<file path="src/rtl/hvrx_pkg.sv">
// hvrx_pkg: shared TMDS receive constants, lock FSM states and control-token lookup
package hvrx_pkg;

   localparam logic [9:0] TOK_CTL0 = 10'b1101010100;
   localparam logic [9:0] TOK_CTL1 = 10'b0010101011;
   localparam logic [9:0] TOK_CTL2 = 10'b0101010100;
   localparam logic [9:0] TOK_CTL3 = 10'b1010101011;

   typedef enum logic {SEARCH = 1'b0, LOCKED = 1'b1} hvrx_state_e;

   typedef struct packed {
      logic       is_ctl;
      logic [1:0] ctl;
   } ctl_dec_t;

   function automatic ctl_dec_t ctl_of_token(input logic [9:0] sym);
      ctl_dec_t r;
      r.is_ctl = (sym == TOK_CTL0) || (sym == TOK_CTL1) || (sym == TOK_CTL2) || (sym == TOK_CTL3);
      r.ctl    = (sym == TOK_CTL0) ? 2'd0 : (sym == TOK_CTL1) ? 2'd1 : (sym == TOK_CTL2) ? 2'd2 : 2'd3;
      return r;
   endfunction

endpackage

</file>
<file path="src/rtl/hvrx_tmds_dec.sv">
// hvrx_tmds_dec: combinational 10b-to-8b data decode plus control-token classification
module hvrx_tmds_dec
   import hvrx_pkg::*;
(
   input  logic [9:0] sym,
   output logic [7:0] data,
   output logic       is_ctl,
   output logic [1:0] ctl
);

   logic [7:0] q;
   ctl_dec_t   cd;

   // bit 9 marks an inverted payload, bit 8 selects xor (1) or xnor (0) chaining
   assign q      = sym[9] ? ~sym[7:0] : sym[7:0];
   assign data   = {q[7:1] ^ q[6:0] ^ {7{~sym[8]}}, q[0]};
   assign cd     = ctl_of_token(sym);
   assign is_ctl = cd.is_ctl;
   assign ctl    = cd.ctl;

endmodule

</file>
<file path="src/rtl/hvrx_tmds_chan.sv">
// hvrx_tmds_chan: per-channel TMDS symbol alignment by bit-slip, decode and lock reporting
module hvrx_tmds_chan
   import hvrx_pkg::*;
#(
   parameter int CTL_RUN = 16,
   parameter int TIMEOUT = 4096
) (
   input  logic       i_clk,
   input  logic       i_rst_n,
   input  logic [9:0] i_word,
   output logic [7:0] o_data,
   output logic [1:0] o_ctl,
   output logic       o_de,
   output logic       o_locked,
   output logic [3:0] o_slip
);

   localparam int RW = $clog2(CTL_RUN + 1);
   localparam int TW = $clog2(TIMEOUT + 1);

   logic [9:0]  w0, w1, sym;
   logic [19:0] c;
   logic [4:0]  base;
   logic [3:0]  s;
   logic        hold;
   logic [RW-1:0] run_cnt, run_nxt;
   logic [TW-1:0] timer;
   hvrx_state_e state, state_nxt;
   logic        run_done, tmo, slip;
   logic [7:0]  dec_data, data_nxt;
   logic [1:0]  dec_ctl, ctl_nxt;
   logic        dec_is_ctl, de_nxt;

   // slip s takes s bits from the older word, so the window starts 10-s bits into c
   assign c    = {w0, w1};
   assign base = 5'd10 - {1'b0, s};

   hvrx_tmds_dec u_dec (
      .sym    (sym),
      .data   (dec_data),
      .is_ctl (dec_is_ctl),
      .ctl    (dec_ctl)
   );

   // the sym right after a slip was still cut at the old position, so it never counts
   assign run_nxt  = (hold || !dec_is_ctl) ? '0 : (run_cnt == RW'(CTL_RUN)) ? run_cnt : run_cnt + 1'b1;
   assign run_done = (run_nxt == RW'(CTL_RUN));
   assign tmo      = (timer == TW'(TIMEOUT - 1));
   assign o_locked = (state == LOCKED);
   assign o_slip   = s;

   // lock state register
   always_ff @(posedge i_clk or negedge i_rst_n)
      if (!i_rst_n) state <= SEARCH;
      else          state <= state_nxt;

   // a completed run always wins over a coincident timeout; a timeout in either state slips
   always_comb begin
      state_nxt = run_done ? LOCKED : tmo ? SEARCH : state;
      slip      = !run_done && tmo;
   end

   // word history, symbol window, run and gap counters, slip position
   always_ff @(posedge i_clk or negedge i_rst_n)
      if (!i_rst_n) begin
         w0      <= '0;
         w1      <= '0;
         sym     <= '0;
         timer   <= '0;
         run_cnt <= '0;
         hold    <= 1'b0;
         s       <= '0;
      end else begin
         w0      <= i_word;
         w1      <= w0;
         sym     <= c[base +: 10];
         timer   <= (run_done || slip) ? '0 : timer + 1'b1;
         run_cnt <= slip ? '0 : run_nxt;
         hold    <= slip;
         s       <= !slip ? s : (s == 4'd9) ? 4'd0 : s + 4'd1;
      end

   // outputs are gated by the lock state that takes effect at the same edge
   always_comb begin
      de_nxt   = (state_nxt == LOCKED) && !dec_is_ctl;
      data_nxt = de_nxt ? dec_data : '0;
      ctl_nxt  = (state_nxt != LOCKED) ? 2'b00 : dec_is_ctl ? dec_ctl : o_ctl;
   end

   // decoded output register
   always_ff @(posedge i_clk or negedge i_rst_n)
      if (!i_rst_n) begin
         o_data <= '0;
         o_ctl  <= '0;
         o_de   <= 1'b0;
      end else begin
         o_data <= data_nxt;
         o_ctl  <= ctl_nxt;
         o_de   <= de_nxt;
      end

endmodule

</file>
<file path="config.mk">
export PLATFORM = sky130hd
export DESIGN_NAME = hvrx_tmds_chan
export DESIGN_NICKNAME = d
export VERILOG_FILES = /design/src/rtl/hvrx_pkg.sv /design/src/rtl/hvrx_tmds_dec.sv /design/src/rtl/hvrx_tmds_chan.sv
export SDC_FILE = /design/constraint.sdc
export NUM_CORES = 1
export LEC_CHECK = 0
export BUFFER_PORTS_ARGS = -buffer_cell sky130_fd_sc_hd__buf_2
export CORE_ASPECT_RATIO = 1.2
export CORE_MARGIN = 4
export CORE_UTILIZATION = 64
export DETAILED_ROUTE_END_ITERATION = 16
export PLACE_DENSITY = 0.84
export SYNTH_ARGS = -nofsm -noshare
export SYNTH_HDL_FRONTEND = slang
export SYNTH_SLANG_ARGS = --single-unit
</file>
<file path="constraint.sdc">
create_clock -name i_clk -period 4.74 [get_ports i_clk]
set_input_delay 0.237 -clock i_clk [delete_from_list [all_inputs] [get_ports i_clk]]
set_output_delay 0.237 -clock i_clk [all_outputs]
set_load 0.1 [all_outputs]
</file>
==> results.toml <==
[run_status]
status = "completed"

[placed_design]
gp_congestion = 0.889
port_buffers = 27
post-dp-hpwl_um = 4430

[detailed_routing]
ant_nets = 0
routed_wl_um = 6310
vias = 2377
vias_per_cell = 5.74
drc = 0
wire_per_inst_um = 15.2
first_iter_violations = 82
drt_pass1_iterations = 4

[clock_tree]
cts_tree = "done"
clk_path_buf_depth = 2
clk_latency_ns = 0.34
clkTransAtPathRegs_ns = 0.07
postCtsSetupBuffers = 0
htreeDepth = 3
numCtsBuffers = 9
clock-sinks = 65
cts_resized = 0
cts-root-buf = "clkbuf_8"

[yosys]
yosysSeqAreaShare_pct = 47.9
ys_ff_latch = 65
syn_inst = 310
syn_area_um2 = 3400
synth.avg_cell_area_um2 = 11.0
synth.distinct_cells = 50
ys_warn_count = 0
synth_nets = 334

[floorplan]
ioPinCount = 28
fp-row-count = 28
die_area_um2 = 6540
die_x_um = 74.5
dieHeight_um = 87.8
initial_core_util_pct = 67.3
core_area_um2 = 5040

[pwr]
ir_drop_mv = 0.427
switching_power_w = 0.000243
power.total_w = 0.00111
p_sw_share_pct = 21.8
internal_power_w = 0.000869
p_seq_share_pct = 52.2
p_clk_share_pct = 41.8
power.density_nw_per_um2 = 287
power_frac_comb_pct = 6.0
p_leak_nw = 1.81

[sta]
rsz0062_at_grt = "false"
slew-limit-headroom_pct = 48.3
skew_ns = 0.00771
fin_crit_ns = 2.30
slew_violations = 0
post-route-period-util_pct = 48.6
final-setup-viol-count = 0
clock.fmax_ghz = 0.434
hold_viol_final = 0
whs_ns = 0.0525
tightest_slew_ns = 0.775
fin_setup_tns_ns = 0

[finish]
antenna_cells = 0
area_delta_synth_final_pct = 13.8
finalNetCount = 374
drive_gt1_share_pct = 21.2

[worst_setup_path]
endpoint_kind = "flop"
cpMaxStageDelayCell = "ha_1"
slowest_delay_ns = 0.72
path_cells = "ha_1 > mux4_2 > nand2_1 > o21ai_0 > a22oi_1 > nor2_1"
path_class = "flop to flop"
cp-start-kind = "flop"
required_ns = 4.96
worstPathMaxFanout = 19
arrival_ns = 2.52

[grt]
grt_pass1_wl_um = 11300
grt_pass1_vias = 2471
grt_antenna_before_repair = 0
gr-total-overflow = 0
grt_usage_pct = 22.8
grt_max_degree = 66

[hold_path]
hp-class = "input port to asynchronous set/reset pin"

[job]
maxCapViolCount = 0
==> placed cells by master, fill, tap and decap left out, drive strengths merged, types with 2 or more instances in the layout <==
master | netlist | routed
ha | 12 | 12
o211ai | 4 | 4
nand2 | 14 | 14
nor2b | 3 | 3
nand3 | 10 | 10
and3 | 7 | 7
a21oi | 8 | 8
xnor2 | 17 | 17
buf | 11 | 31
o22ai | 2 | 2
dfrtp | 65 | 65
xor2 | 10 | 10
dlygate4sd3 | 0 | 10
nor2 | 47 | 47
o21a | 2 | 2
clkbuf | 1 | 12
a211oi | 10 | 10
clkinv | 0 | 2
nand4 | 4 | 4
nor3 | 8 | 8
mux4 | 7 | 7
mux2i | 11 | 11
o21ai | 8 | 8
mux2 | 13 | 13
inv | 17 | 17
and4 | 2 | 2
and2 | 2 | 2
==> cells by family (layout without fill, tap and decap cells) <==
logic type / count (synthesis) / after routing / synth area share (%)
flip-flops: 65 / 65 / 47.9
multiplexers: 31 / 31 / 12.4
AO/OA/AOI/OAI: 43 / 43 / 9.94
adder cells (fa/ha/maj): 12 / 12 / 4.42
AND/OR/NAND/NOR: 103 / 103 / 14.6
XOR/XNOR: 27 / 27 / 6.96
buffers and inverters: 29 / 73 / 3.79
==> state kept, by name, indices dropped and copies added, names as in the netlist <==
signal	flops
o_data	8
run_cnt	5
o_ctl	2
sym	10
w0	10
o_de	1
w1	10
hold	1
timer	13
o_slip	4
o_locked	1
==> cell usage after synthesis, drive strengths merged <==
| master | number | area (um^2) |
|---|---|---|
| a2111oi | 1 | 8.76 |
| a211oi | 10 | 80.1 |
| a21boi | 1 | 7.51 |
| a21o | 1 | 7.51 |
| a21oi | 8 | 40.0 |
| a22oi | 1 | 7.51 |
| a311oi | 1 | 8.76 |
| a31oi | 1 | 12.5 |
| and2 | 2 | 12.5 |
| and3 | 7 | 48.8 |
| and4 | 2 | 17.5 |
| and4b | 1 | 10.0 |
| and4bb | 1 | 12.5 |
| buf | 11 | 61.3 |
| clkbuf | 1 | 3.75 |
| dfrtp | 65 | 1630 |
| ha | 12 | 150 |
| inv | 17 | 63.8 |
| mux2 | 13 | 154 |
| mux2i | 11 | 110 |
| mux4 | 7 | 158 |
| nand2 | 14 | 52.6 |
| nand2b | 1 | 6.26 |
| nand3 | 10 | 50.1 |
| nand3b | 1 | 7.51 |
| nand4 | 4 | 25.0 |
| nand4bb | 1 | 11.3 |
| nor2 | 47 | 176 |
| nor2b | 3 | 18.8 |
| nor3 | 8 | 40.0 |
| o2111ai | 1 | 26.3 |
| o211ai | 4 | 35.0 |
| o21a | 2 | 15.0 |
| o21ai | 8 | 58.8 |
| o22ai | 2 | 12.5 |
| o2bb2ai | 1 | 8.76 |
| o31a | 1 | 8.76 |
| or2 | 1 | 6.26 |
| xnor2 | 17 | 149 |
| xor2 | 10 | 87.6 |
==> worst max-delay path, delay by kind of cell, from the launching register on <==
family	cells	cell delay, ns
adder cells (fa/ha/maj)	1	0.72
AND/OR/NAND/NOR	2	0.13
flip-flops	1	0.43
AO/OA/AOI/OAI	2	0.30
multiplexers	1	0.61
==> path summary, 6_finish.rpt <==
kind	startpoint	slack (ns)	cells after the start	endpoint
worst max-delay path	o_slip[1]	2.44	6	sym[8]
worst min-delay path	i_rst_n	0.05	2	run_cnt[2]
worst max register to register	o_slip[1]	2.44	6	sym[8]
worst min register to register	w0[5]	0.40	0	w1[5]
max in group asynchronous	i_rst_n	4.17	2	w1[5]
min in group i_clk	w0[5]	0.40	0	w1[5]
==> layout make-up <==
type	instances	area [um^2]
fill	349	1180
inverter	17	63.8
sequential	65	1630
clock inverter	3	40.0
clock buffer	12	155
multi-input combinational	216	1640
tap	60	75.1
timing repair buffer	41	265
==> timing repair <==
| item | 4_1_cts | 5_1_grt |
|---|---|---|
| endpoints found under the hold margin | 10 | 0 |
| hold buffers | 10 | 0 |
| setup endpoints to repair | 0 | 0 |
==> through the flow <==
| step | utilization [%] | area, um^2 | setup slack [ns] | instances |
|---|---|---|---|---|
| floorplan | - | 3400 | 1.63 | 310 |
| global placement | 70.8 | 3570 | 2.52 | 389 |
| detailed placement | 70.8 | 3570 | 2.46 | 389 |
| CTS | 76.7 | 3870 | 2.44 | 414 |
| global route | 76.7 | 3870 | 2.19 | 414 |
| finish | 76.7 | 3870 | 2.44 | 414 |
==> power groups by stage <==
stage	sequential, W	combinational, W	clock [W]
floorplan	0.000585	0.0000403	0
finish	0.000580	0.0000671	0.000464
CTS	0.000580	0.0000677	0.000472
detailed placement	0.000590	0.0000608	0
global route	0.000582	0.0000764	0.000496
global placement	0.000589	0.0000585	0
==> metal layers <==
metal	vias up	GRT usage (%)	routed length (um)	share of wire [%]
li1	1166	-	-	-
met1	1124	26.1	2540	40
met2	65	38.8	3270	52
met3	22	5.05	286	4.5
met4	0	12.8	213	3.4
met5	-	0	0	0
Note: power is estimated with default switching activity, not from simulation.
